[src/rtl/debug_dump_unit.sv]
// Debug dump engine: streams the halted PC, the register file and the data memory
// as a little-endian byte stream toward a UART transmitter.
module debug_dump_unit #(
  parameter int unsigned NB_DATA      = 32,
  parameter int unsigned NB_REG       = 5,
  parameter int unsigned NB_MEM_ADDR  = 4,
  parameter int unsigned NB_MEM_WIDTH = 8
) (
  input  logic                    i_clock,
  input  logic                    i_reset,
  input  logic                    i_start,
  input  logic [NB_DATA-1:0]      i_pc,
  output logic [NB_REG-1:0]       o_reg_addr,
  input  logic [NB_DATA-1:0]      i_reg_data,
  output logic [NB_MEM_ADDR-1:0]  o_mem_addr,
  input  logic [NB_DATA-1:0]      i_mem_data,
  output logic [NB_MEM_WIDTH-1:0] o_tx_data,
  output logic                    o_tx_valid,
  input  logic                    i_tx_ready,
  output logic                    o_busy,
  output logic                    o_done
);

  localparam int unsigned BytesPerWord = NB_DATA / NB_MEM_WIDTH;
  localparam int unsigned CntW = (BytesPerWord > 1) ? $clog2(BytesPerWord) : 1;
  localparam int unsigned IdxW = (NB_REG > NB_MEM_ADDR) ? NB_REG : NB_MEM_ADDR;
  localparam logic [IdxW-1:0] RegLast  = IdxW'((2 ** NB_REG) - 1);
  localparam logic [IdxW-1:0] MemLast  = IdxW'((2 ** NB_MEM_ADDR) - 1);
  localparam logic [CntW-1:0] ByteLast = CntW'(BytesPerWord - 1);

  typedef enum logic [2:0] {StIdle, StSend, StFetch, StLoad, StDone} state_e;
  // Phase names the source of the next word to fetch; PhEnd means nothing is left.
  typedef enum logic [1:0] {PhReg, PhMem, PhEnd} phase_e;

  state_e             state_q, state_d;
  phase_e             phase_q, phase_d;
  logic [NB_DATA-1:0] buf_q, buf_d;
  logic [CntW-1:0]    cnt_q, cnt_d;
  logic [IdxW-1:0]    idx_q, idx_d;

  always_ff @(posedge i_clock) begin
    if (i_reset) begin
      state_q <= StIdle;
      phase_q <= PhEnd;
      buf_q   <= '0;
      cnt_q   <= '0;
      idx_q   <= '0;
    end else begin
      state_q <= state_d;
      phase_q <= phase_d;
      buf_q   <= buf_d;
      cnt_q   <= cnt_d;
      idx_q   <= idx_d;
    end
  end

  always_comb begin
    state_d = state_q;
    phase_d = phase_q;
    buf_d   = buf_q;
    cnt_d   = cnt_q;
    idx_d   = idx_q;
    unique case (state_q)
      StIdle: begin
        if (i_start) begin
          state_d = StSend;
          phase_d = PhReg;
          buf_d   = i_pc;
          cnt_d   = '0;
          idx_d   = '0;
        end
      end
      StSend: begin
        if (i_tx_ready) begin
          buf_d = buf_q >> NB_MEM_WIDTH;
          cnt_d = cnt_q + CntW'(1);
          if (cnt_q == ByteLast) begin
            cnt_d   = '0;
            state_d = (phase_q == PhEnd) ? StDone : StFetch;
          end
        end
      end
      StFetch: state_d = StLoad;
      StLoad: begin
        state_d = StSend;
        if (phase_q == PhReg) begin
          buf_d = i_reg_data;
          if (idx_q == RegLast) begin
            idx_d   = '0;
            phase_d = PhMem;
          end else begin
            idx_d = idx_q + IdxW'(1);
          end
        end else begin
          buf_d = i_mem_data;
          // Last memory word: hold the index rather than wrapping.
          if (idx_q == MemLast) phase_d = PhEnd;
          else                  idx_d   = idx_q + IdxW'(1);
        end
      end
      StDone: begin
        state_d = StIdle;
        buf_d   = '0;
        idx_d   = '0;
      end
      default: state_d = StIdle;
    endcase
  end

  always_comb begin
    o_tx_valid = (state_q == StSend);
    o_tx_data  = o_tx_valid ? buf_q[NB_MEM_WIDTH-1:0] : '0;
    o_busy     = (state_q != StIdle);
    o_done     = (state_q == StDone);
    o_reg_addr = (phase_q == PhReg) ? idx_q[NB_REG-1:0] : '0;
    o_mem_addr = (phase_q == PhMem) ? idx_q[NB_MEM_ADDR-1:0] : '0;
  end

endmodule

[config.mk]
export PLATFORM = sky130hd
export DESIGN_NAME = debug_dump_unit
export DESIGN_NICKNAME = d
export VERILOG_FILES = /design/src/rtl/debug_dump_unit.sv
export SDC_FILE = /design/constraint.sdc
export NUM_CORES = 1
export LEC_CHECK = 0
export CAP_MARGIN = 20
export CORE_ASPECT_RATIO = 1.2
export CORE_UTILIZATION = 35
export CTS_CLUSTER_DIAMETER = 40
export CTS_CLUSTER_SIZE = 40
export DETAILED_ROUTE_END_ITERATION = 8
export DONT_BUFFER_PORTS = 1
export HOLD_SLACK_MARGIN = 0.1
export PLACE_DENSITY = 0.62
export SLEW_MARGIN = 20
export SYNTH_ARGS = -nofsm -noshare
export SYNTH_HDL_FRONTEND = slang
export SYNTH_SLANG_ARGS = --single-unit
[constraint.sdc]
create_clock -name i_clock -period 1.7 [get_ports i_clock]
set_clock_uncertainty 0.15 [all_clocks]
set_input_delay 0.34 -clock i_clock [delete_from_list [all_inputs] [get_ports i_clock]]
set_output_delay 0.34 -clock i_clock [all_outputs]
set_load 0.05 [all_outputs]
==> flow_summary.html, run 1 <==
<table>
<tr><th>Metric</th><th>Value</th></tr>
<tr><th colspan="2">Synth</th></tr>
<tr><td>Netlist cell types</td><td>48</td></tr>
<tr><td>Simple-gate portion of the synthesized area</td><td>between 15 and 20%</td></tr>
<tr><td>Synth Area in XOR/XNOR</td><td>0.3114%</td></tr>
<tr><td>Number of flops mapped to enable cells by yosys</td><td>0</td></tr>
<tr><td>Most frequent cell after synthesis</td><td>dfxtp_1</td></tr>
<tr><td>Portion of the post-synthesis area used by sequential elements</td><td>31.32%</td></tr>
<tr><td>Portion of synthesized cell area occupied by the leading cell type</td><td>between 30% and 40%</td></tr>
<tr><td>Area share of fa/ha/maj cells after synthesis</td><td>1.779%</td></tr>
<tr><td>Cell types with the highest counts after synthesis</td><td>dfxtp_1, nand2b_1, o21ai_1</td></tr>
<tr><td>Synth area leaders</td><td>dfxtp_1, a221oi_1, a2bb2oi_1</td></tr>
<tr><td>Number of nets produced by synthesis</td><td>roughly 420</td></tr>
<tr><td>Most area-hungry cell type in the Yosys netlist</td><td>dfxtp_1</td></tr>
<tr><td>Instance count of the mapped netlist</td><td>around 320</td></tr>
<tr><td>Syn Std Cell Area</td><td>around 2800 um^2</td></tr>
<tr><td>Number of flip-flops and latches in the synthesized netlist</td><td>44</td></tr>
<tr><td>Post-Syn Area per Cell</td><td>between 8 and 9 um^2</td></tr>
<tr><td>Most common flop cell mapped by yosys</td><td>dfxtp_1</td></tr>
<tr><td>Compound-cell area share of the yosys netlist</td><td>between 30 and 40%</td></tr>
<tr><td>Count of synthesis-stage warnings from yosys</td><td>0</td></tr>
<tr><td>Share of flip-flops with an asynchronous set or reset after synthesis</td><td>0%</td></tr>
<tr><td>Dominant combinational cell family by area after synthesis</td><td>compound AO/OA/AOI/OAI gates</td></tr>
<tr><td>Portion of netlist area occupied by mux cells</td><td>3.559%</td></tr>
<tr><th colspan="2">Power and ir drop</th></tr>
<tr><td>Clock share of power</td><td>about 22%</td></tr>
<tr><td>Maximum resistive drop on vdd</td><td>~0.28 mV</td></tr>
<tr><td>Switching part of the total</td><td>about a third</td></tr>
<tr><td>Cell Pwr Density</td><td>~690 nW/um^2</td></tr>
<tr><td>Leakage power</td><td>between 1.5 and 2 nW</td></tr>
<tr><td>Psw</td><td>between 0.9 and 1 mW</td></tr>
<tr><td>Share of total power in combinational logic</td><td>36.6%</td></tr>
<tr><td>Final Total Pwr</td><td>2.907 mW</td></tr>
<tr><td>Fraction of power consumed by sequential logic</td><td>41.4%</td></tr>
<tr><td>Pint</td><td>just under 2 mW</td></tr>
<tr><th colspan="2">Placement</th></tr>
<tr><td>Cell area after placement</td><td>3466 um^2</td></tr>
<tr><td>Sum of net half-perimeters after detailed placement</td><td>about 6200 um</td></tr>
<tr><td>Worst slack at placement</td><td>-0.07837 ns</td></tr>
<tr><td>Cell Count Post-Placement</td><td>424</td></tr>
<tr><td>GP Congestion</td><td>approximately 0.78</td></tr>
<tr><td>Port-buffer cells</td><td>0</td></tr>
<tr><th colspan="2">CTS</th></tr>
<tr><td>Clock transition at the registers of the reported paths</td><td>0.08 ns</td></tr>
<tr><td>Number of buffers added by the clock tree synthesis step</td><td>5</td></tr>
<tr><td>CTS Buffer Depth</td><td>2</td></tr>
<tr><td>Maximum level of the CTS H-tree</td><td>2</td></tr>
<tr><td>CTS tree</td><td>built</td></tr>
<tr><td>Root Buffer</td><td>clkbuf_8</td></tr>
<tr><td>Clock Sinks</td><td>44</td></tr>
<tr><td>Worst skew pair latency</td><td>around 0.3 ns</td></tr>
<tr><th colspan="2">STA</th></tr>
<tr><td>Ratio of final minimum period to clock period</td><td>108.9%</td></tr>
<tr><td>Hold WS</td><td>-0.05004 ns</td></tr>
<tr><td>Final setup violation count</td><td>50</td></tr>
<tr><td>Setup tns final</td><td>-3.829 ns</td></tr>
<tr><td>Setup repair after global routing missed its margin</td><td>yes</td></tr>
<tr><td>Number of pins exceeding their max-slew limit in the final report</td><td>0</td></tr>
<tr><td>Final-report hold violation count</td><td>18</td></tr>
<tr><td>Final min period</td><td>1.852 ns</td></tr>
<tr><td>Final WS setup</td><td>-0.1520 ns</td></tr>
<tr><td>Relative slew slack</td><td>between 70% and 80%</td></tr>
<tr><td>Worst-margin pin slew</td><td>around 0.37 ns</td></tr>
<tr><td>Maximum frequency from static timing analysis</td><td>approximately 0.54 GHz</td></tr>
<tr><th colspan="2">Worst setup path</th></tr>
<tr><td>Longest individual stage delay on the worst path</td><td>between 0.3 and 0.4 ns</td></tr>
<tr><td>Max Fanout on Critical Path</td><td>6</td></tr>
<tr><td>Cell seen most often among critical-path stages</td><td>buf_6</td></tr>
<tr><td>Worst Setup Start Kind</td><td>flop</td></tr>
<tr><td>Element type at the critical path end</td><td>output pin</td></tr>
<tr><td>Worst endpoint data arrival time</td><td>1.36 ns</td></tr>
<tr><td>Setup CP Type</td><td>reg -&gt; out</td></tr>
<tr><td>R2R Setup Slk</td><td>-0.10 ns</td></tr>
<tr><td>WP data required</td><td>between 1 and 1.5 ns</td></tr>
<tr><td>Critical-path cell list</td><td>buf_6, nor2b_4, buf_6, and3_4, buf_12</td></tr>
<tr><td>Slowest stage cell, crit path</td><td>dfxtp_2</td></tr>
<tr><th colspan="2">Detailed routing</th></tr>
<tr><td>Via density per instance</td><td>roughly 6.5</td></tr>
<tr><td>Final ANT Viol Nets</td><td>0</td></tr>
<tr><td>Routed wire per std cell</td><td>~22 um</td></tr>
<tr><td>Total number of vias</td><td>approximately 3000</td></tr>
<tr><td>Drt first-iter violations</td><td>about 200</td></tr>
<tr><td>Pre-antenna DRT Iters</td><td>6</td></tr>
<tr><td>Final wirelength</td><td>just over 10000 um</td></tr>
<tr><td>Remaining routing DRC violations</td><td>20</td></tr>
<tr><th colspan="2">Floorplan</th></tr>
<tr><td>DIE WIDTH</td><td>around 84 um</td></tr>
<tr><td>Y dimension of the die</td><td>100.2 um</td></tr>
<tr><td>Floorplan die area</td><td>roughly 8400 um^2</td></tr>
<tr><td>Row Count</td><td>35</td></tr>
<tr><td>Floorplan Core Area</td><td>about 7800 um^2</td></tr>
<tr><td>Effective utilization at floorplan</td><td>between 30% and 40%</td></tr>
<tr><td>Number of I/O pins</td><td>120</td></tr>
<tr><th colspan="2">GRT</th></tr>
<tr><td>Global Route Usage Sum</td><td>about a fifth</td></tr>
<tr><td>First-pass GRT wire length</td><td>14090 um</td></tr>
<tr><td>Via count of the first global-routing pass</td><td>approximately 2800</td></tr>
<tr><td>Initial antenna violation count</td><td>0</td></tr>
<tr><td>Total congestion overflow</td><td>0</td></tr>
<tr><td>Pin count of the biggest net entering global routing</td><td>67</td></tr>
<tr><th colspan="2">Cells and area</th></tr>
<tr><td>Layout Nets</td><td>about 470</td></tr>
<tr><td>Final design instance area without fill</td><td>roughly 4200 um^2</td></tr>
<tr><td>Layout cell share with drive strength beyond 1</td><td>45.75%</td></tr>
<tr><td>Antenna diode instance count</td><td>0</td></tr>
<tr><td>Post-layout utilization of the core</td><td>~54%</td></tr>
<tr><td>Area growth from synthesis to final layout</td><td>50.04%</td></tr>
<tr><td>Non-filler cells, final</td><td>approximately 460</td></tr>
<tr><th colspan="2">Status</th></tr>
<tr><td>Status</td><td>finished, violations left</td></tr>
<tr><td>Failing checks</td><td>design-rule violations, negative hold slack, negative setup slack</td></tr>
<tr><th colspan="2">Min path</th></tr>
<tr><td>Worst hold-check path type</td><td>in -&gt; reg</td></tr>
<tr><th colspan="2">Job</th></tr>
<tr><td>Count of maximum capacitance violations</td><td>0</td></tr>
</table>
==> sequential cells by signal, indices dropped and copies added (netlist names) <==
register	count
state_q	3
idx_q	5
phase_q	2
cnt_q	2
buf_q	32
==> worst max-delay path, delay by kind of cell (launching register included) <==
family | cells | cell delay (ns)
buf+inv | 3 | 0.39
flops | 1 | 0.33
simple gates | 2 | 0.33
==> repair_timing <==
action                                  in CTS  in global routing
endpoints found under the setup margin      49                 59
setup buffers                                9                  8
hold endpoints to repair                    41                 41
gates resized for setup                     46                 40
pin swaps                                    8                 18
cloned                                       0                  9
==> cell type report <==
type / instances / area (um^2)
flip-flops and latches: 44 / 897.1
clock buffers: 6 / 72.57
well taps: 92 / 115.1
multi-input cells: 238 / 2120
repair buffers: 72 / 996.0
clock inverters: 1 / 5.005
inverters: 4 / 15.01
fillers: 692 / 3531
==> layer usage <==
layer	up-vias	wire length [um]	track usage, %
li1	1344	-	-
met1	1446	4008	25.80
met2	141	5159	37.26
met3	22	800	4.030
met4	0	243	7.825
met5	-	0	0
==> placed cells by master (no fill, tap or decap), types with 12 or more instances in the layout <==
cell type	netlist	layout
a221oi_1	24	22
buf_4	2	26
o21ai_1	25	24
dfxtp_1	44	37
a2bb2oi_1	24	21
buf_12	0	22
o32ai_1	18	12
buf_6	0	16
nor2_1	14	12
nand2b_1	25	25
o32ai_2	6	12
==> path summary, 6_finish.rpt <==
check	from	to	cells after the start
setup / recovery	state_q[2]	o_tx_data[3]	5
hold / removal	i_reset	buf_q[24]	1
hold reg to reg	cnt_q[1]	cnt_q[1]	2
setup reg to reg	state_q[2]	buf_q[17]	6
==> power groups by stage <==
stage	registers (mW)	logic, mW	clock network, mW
floorplan	1.20	0.576	0
global placement	1.22	0.794	0
detailed placement	1.22	0.810	0
CTS	1.20	0.866	0.659
global route	1.21	1.13	0.690
finish	1.20	1.06	0.639
==> cells by family after synthesis <==
logic type | after synthesis
AOI/OAI and AO/OA | 131
and+or+nand+nor | 91
DFF | 44
buffers and inverters | 38
muxes | 9
adders and majority gates | 4
xor gates and xnor gates | 1
No activity file was read; power rests on OpenSTA's default activity.
==> run 2, diff against run 1 <==
--- a/config.mk
+++ b/config.mk
@@ -13,7 +13,7 @@
 export DETAILED_ROUTE_END_ITERATION = 8
 export DONT_BUFFER_PORTS = 1
 export HOLD_SLACK_MARGIN = 0.1
-export PLACE_DENSITY = 0.62
+export PLACE_DENSITY = 0.58
 export SLEW_MARGIN = 20
 export SYNTH_ARGS = -nofsm -noshare
 export SYNTH_HDL_FRONTEND = slang
==> run 2 against run 1 <==
Against the previous run:
- the flow still finishes with violations (design-rule violations, negative hold slack, negative setup slack)
- via count fell by 0.68%
- global-route usage is 2.0 points higher
- largest power group unchanged
- critical path depth did not move
- combinational power up 6%
- clock-buffer cell count did not move
- cell count rose by 2.6%
- highest routed layer unchanged
- setup slack worse by 0.040 ns
- critical endpoint is now o_tx_data[2]
==> flow_summary.html, run 2 (synthesized netlist as in run 1, its figures left out) <==
<table>
<tr><th>Metric</th><th>Value</th></tr>
<tr><th colspan="2">Cells and area</th></tr>
<tr><td>Commonest non-fill, non-tap cell in the layout</td><td>buf_4</td></tr>
<tr><td>Layout cell share with drive strength beyond 1</td><td>48.81% (+3.1 points)</td></tr>
<tr><td>Top library cells by usage in the layout, fill and taps aside</td><td>buf_4, dfxtp_1, o21ai_1, nand2b_1, buf_12</td></tr>
<tr><td>Largest register FFs</td><td>32 (unchanged)</td></tr>
<tr><td>Layout Nets</td><td>481 (+2.6%)</td></tr>
<tr><td>Area used by multi-input combinational logic</td><td>2181 um^2 (+2.9%)</td></tr>
<tr><td>FILL cells</td><td>679 (-1.9%)</td></tr>
<tr><td>Area growth from synthesis to final layout</td><td>53.74%</td></tr>
<tr><td>Register with the highest flop count</td><td>buf_q</td></tr>
<tr><td>Antenna diode instance count</td><td>0 (unchanged)</td></tr>
<tr><td>Post-layout utilization of the core</td><td>55.79% (+1.3 points)</td></tr>
<tr><td>Register Area</td><td>897.1 um^2 (unchanged)</td></tr>
<tr><td>Top flop regs</td><td>buf_q (32), idx_q (5), state_q (3)</td></tr>
<tr><th colspan="2">Detailed routing</th></tr>
<tr><td>Routed wire per std cell</td><td>22.49 um (+0.64%)</td></tr>
<tr><td>Via density per instance</td><td>6.254 (-3.2%)</td></tr>
<tr><td>Drt first-iter violations</td><td>180 (-10%)</td></tr>
<tr><td>Pre-antenna DRT Iters</td><td>6 (unchanged)</td></tr>
<tr><td>Remaining routing DRC violations</td><td>18 (-10%)</td></tr>
<tr><td>Final wirelength</td><td>10550 um (+3.3%)</td></tr>
<tr><td>Total number of vias</td><td>2933 (-0.68%)</td></tr>
<tr><td>Final ANT Viol Nets</td><td>0 (unchanged)</td></tr>
<tr><th colspan="2">Min path</th></tr>
<tr><td>Hold path cells</td><td>1 (unchanged)</td></tr>
<tr><td>Endpoint with the worst hold slack</td><td>phase_q[0]</td></tr>
<tr><td>Worst hold-check path type</td><td>in -&gt; reg</td></tr>
<tr><td>Hold Path Origin</td><td>i_reset</td></tr>
<tr><th colspan="2">Worst setup path</th></tr>
<tr><td>Max Fanout on Critical Path</td><td>7 (+1)</td></tr>
<tr><td>Cell count of the worst reg-to-reg path</td><td>7 (+1)</td></tr>
<tr><td>Element type at the critical path end</td><td>output pin</td></tr>
<tr><td>Worst Setup Start Kind</td><td>flop</td></tr>
<tr><td>WP data required</td><td>1.21 ns (about the same)</td></tr>
<tr><td>Setup CP Type</td><td>reg -&gt; out</td></tr>
<tr><td>Start of the worst register-to-register path</td><td>state_q[2]</td></tr>
<tr><td>R2R Setup Slk</td><td>-0.12 ns (-0.02 ns)</td></tr>
<tr><td>Terminus of the critical flop-to-flop path</td><td>buf_q[23]</td></tr>
<tr><td>Worst endpoint data arrival time</td><td>1.40 ns (+0.04 ns)</td></tr>
<tr><th colspan="2">Status</th></tr>
<tr><td>Status</td><td>finished, violations left</td></tr>
<tr><td>Failing checks</td><td>design-rule violations, negative hold slack, negative setup slack</td></tr>
<tr><th colspan="2">CTS</th></tr>
<tr><td>Worst skew pair latency</td><td>0.30 ns (about the same)</td></tr>
<tr><td>CTS tree</td><td>built</td></tr>
<tr><td>CTS Buffer Depth</td><td>2 (unchanged)</td></tr>
<tr><td>Maximum level of the CTS H-tree</td><td>2 (unchanged)</td></tr>
<tr><td>Root Buffer</td><td>clkbuf_8</td></tr>
<tr><td>Clock Sinks</td><td>44 (unchanged)</td></tr>
<tr><td>Clock transition at the registers of the reported paths</td><td>0.08 ns (about the same)</td></tr>
<tr><td>Number of buffers added by the clock tree synthesis step</td><td>5 (unchanged)</td></tr>
<tr><th colspan="2">Floorplan</th></tr>
<tr><td>Y dimension of the die</td><td>100.2 um (unchanged)</td></tr>
<tr><td>Effective utilization at floorplan</td><td>36.29% (unchanged)</td></tr>
<tr><td>Number of I/O pins</td><td>120 (unchanged)</td></tr>
<tr><td>Floorplan Core Area</td><td>7751 um^2 (unchanged)</td></tr>
<tr><td>DIE WIDTH</td><td>83.84 um (unchanged)</td></tr>
<tr><td>Row Count</td><td>35 (unchanged)</td></tr>
<tr><td>Floorplan die area</td><td>8400 um^2 (unchanged)</td></tr>
<tr><th colspan="2">STA</th></tr>
<tr><td>Setup repair after global routing missed its margin</td><td>yes</td></tr>
<tr><td>Final setup violation count</td><td>49 (-2.0%)</td></tr>
<tr><td>Ratio of final minimum period to clock period</td><td>111.3% (+2.4 points)</td></tr>
<tr><td>Hold WS</td><td>-0.04505 ns (+0.004985 ns)</td></tr>
<tr><td>Final WS setup</td><td>-0.1920 ns (-0.03996 ns)</td></tr>
<tr><td>Number of pins exceeding their max-slew limit in the final report</td><td>0 (unchanged)</td></tr>
<tr><td>Maximum frequency from static timing analysis</td><td>0.5285 GHz (-2.1%)</td></tr>
<tr><td>Worst-margin pin slew</td><td>0.3905 ns (+0.02112 ns)</td></tr>
<tr><td>Final-report hold violation count</td><td>16 (-2)</td></tr>
<tr><td>Relative slew slack</td><td>73.93% (-1.4 points)</td></tr>
<tr><td>Setup tns final</td><td>-3.700 ns (+0.1288 ns)</td></tr>
<tr><td>Final min period</td><td>1.892 ns (+0.03996 ns)</td></tr>
<tr><th colspan="2">Placement</th></tr>
<tr><td>Worst slack at placement</td><td>-0.05862 ns (+0.01975 ns)</td></tr>
<tr><td>GP Congestion</td><td>0.8287 (+5.6%)</td></tr>
<tr><td>Port-buffer cells</td><td>0 (unchanged)</td></tr>
<tr><td>Sum of net half-perimeters after detailed placement</td><td>6338 um (+1.6%)</td></tr>
<tr><th colspan="2">GRT</th></tr>
<tr><td>Pin count of the biggest net entering global routing</td><td>67 (unchanged)</td></tr>
<tr><td>Total congestion overflow</td><td>0 (unchanged)</td></tr>
<tr><td>Initial antenna violation count</td><td>0 (unchanged)</td></tr>
<tr><td>Via count of the first global-routing pass</td><td>2862 (+2.0%)</td></tr>
<tr><td>Global Route Usage Sum</td><td>23.26% (+2.0 points)</td></tr>
<tr><td>First-pass GRT wire length</td><td>15250 um (+8.2%)</td></tr>
<tr><th colspan="2">Power and ir drop</th></tr>
<tr><td>Maximum resistive drop on vdd</td><td>0.3349 mV (+18%)</td></tr>
<tr><td>Cell Pwr Density</td><td>686.1 nW/um^2 (-0.39%)</td></tr>
<tr><td>Leakage power</td><td>1.571 nW (+4.0%)</td></tr>
<tr><th colspan="2">Job</th></tr>
<tr><td>Count of maximum capacitance violations</td><td>0 (unchanged)</td></tr>
</table>
==> run 2: timing repair <==
action / 4_1_cts / 5_1_grt
setup buffers: 11 / 15
endpoints found under the setup margin: 55 / 58
pin swaps: 27 / 17
gates resized for setup: 69 / 35
hold endpoints to repair: 41 / 41
gates cloned: 5 / 4
==> run 2: power by group <==
group	switching [mW]	internal [mW]	leakage (nW)
clock	0.358	0.280	0.0410
sequential	0.0768	1.13	0.365
combinational	0.527	0.593	1.17
total	0.961	2.01	1.57
==> run 2: worst max path at each step <==
stage               start           end  slack [ns]
5_1_grt        state_q[2]     buf_q[23]       -0.21
4_1_cts        state_q[2]  o_tx_data[2]       -0.17
6_report       state_q[2]  o_tx_data[2]       -0.19
3_5_place_dp     idx_q[0]      idx_q[0]       -0.06
3_3_place_gp   phase_q[1]      buf_q[1]       -0.02
2_1_floorplan  state_q[0]      cnt_q[0]        -0.1
==> run 2: cell type report <==
cell class	count	area share [%]
Multi-Input combinational cell	239	50.43
Clock inverter	1	0.1157
Clock buffer	6	1.678
Sequential cell	44	20.75
Timing Repair Buffer	83	24.02
Tap cell	92	2.662
Inverter	4	0.3472
==> run 2: worst max-delay path, stage by stage, from the launching register on <==
cell     delay [ns]
dfxtp_2        0.33
buf_6          0.13
nor2b_4        0.15
buf_6          0.15
and3_4         0.20
buf_12         0.13
==> run 2: stage by stage <==
stage	power, mW	cell area [um^2]	hold WS, ns	instances
2_1_floorplan	1.776	2874	0.2856	318
3_3_place_gp	2.016	3486	0.2619	430
3_5_place_dp	2.035	3486	0.2654	430
4_1_cts	2.809	3938	-0.05440	451
5_1_grt	3.092	4324	-0.04565	469
6_report	2.967	4324	-0.04505	469
==> run 2: layer usage <==
layer | global-route usage, % | share of wire [%] | up-vias
met5 | 0 | 0 | -
met4 | 7.692 | 2.3 | 0
met3 | 3.783 | 6.8 | 20
li1 | - | - | 1371
met1 | 28.34 | 40 | 1406
met2 | 41.68 | 51 | 136
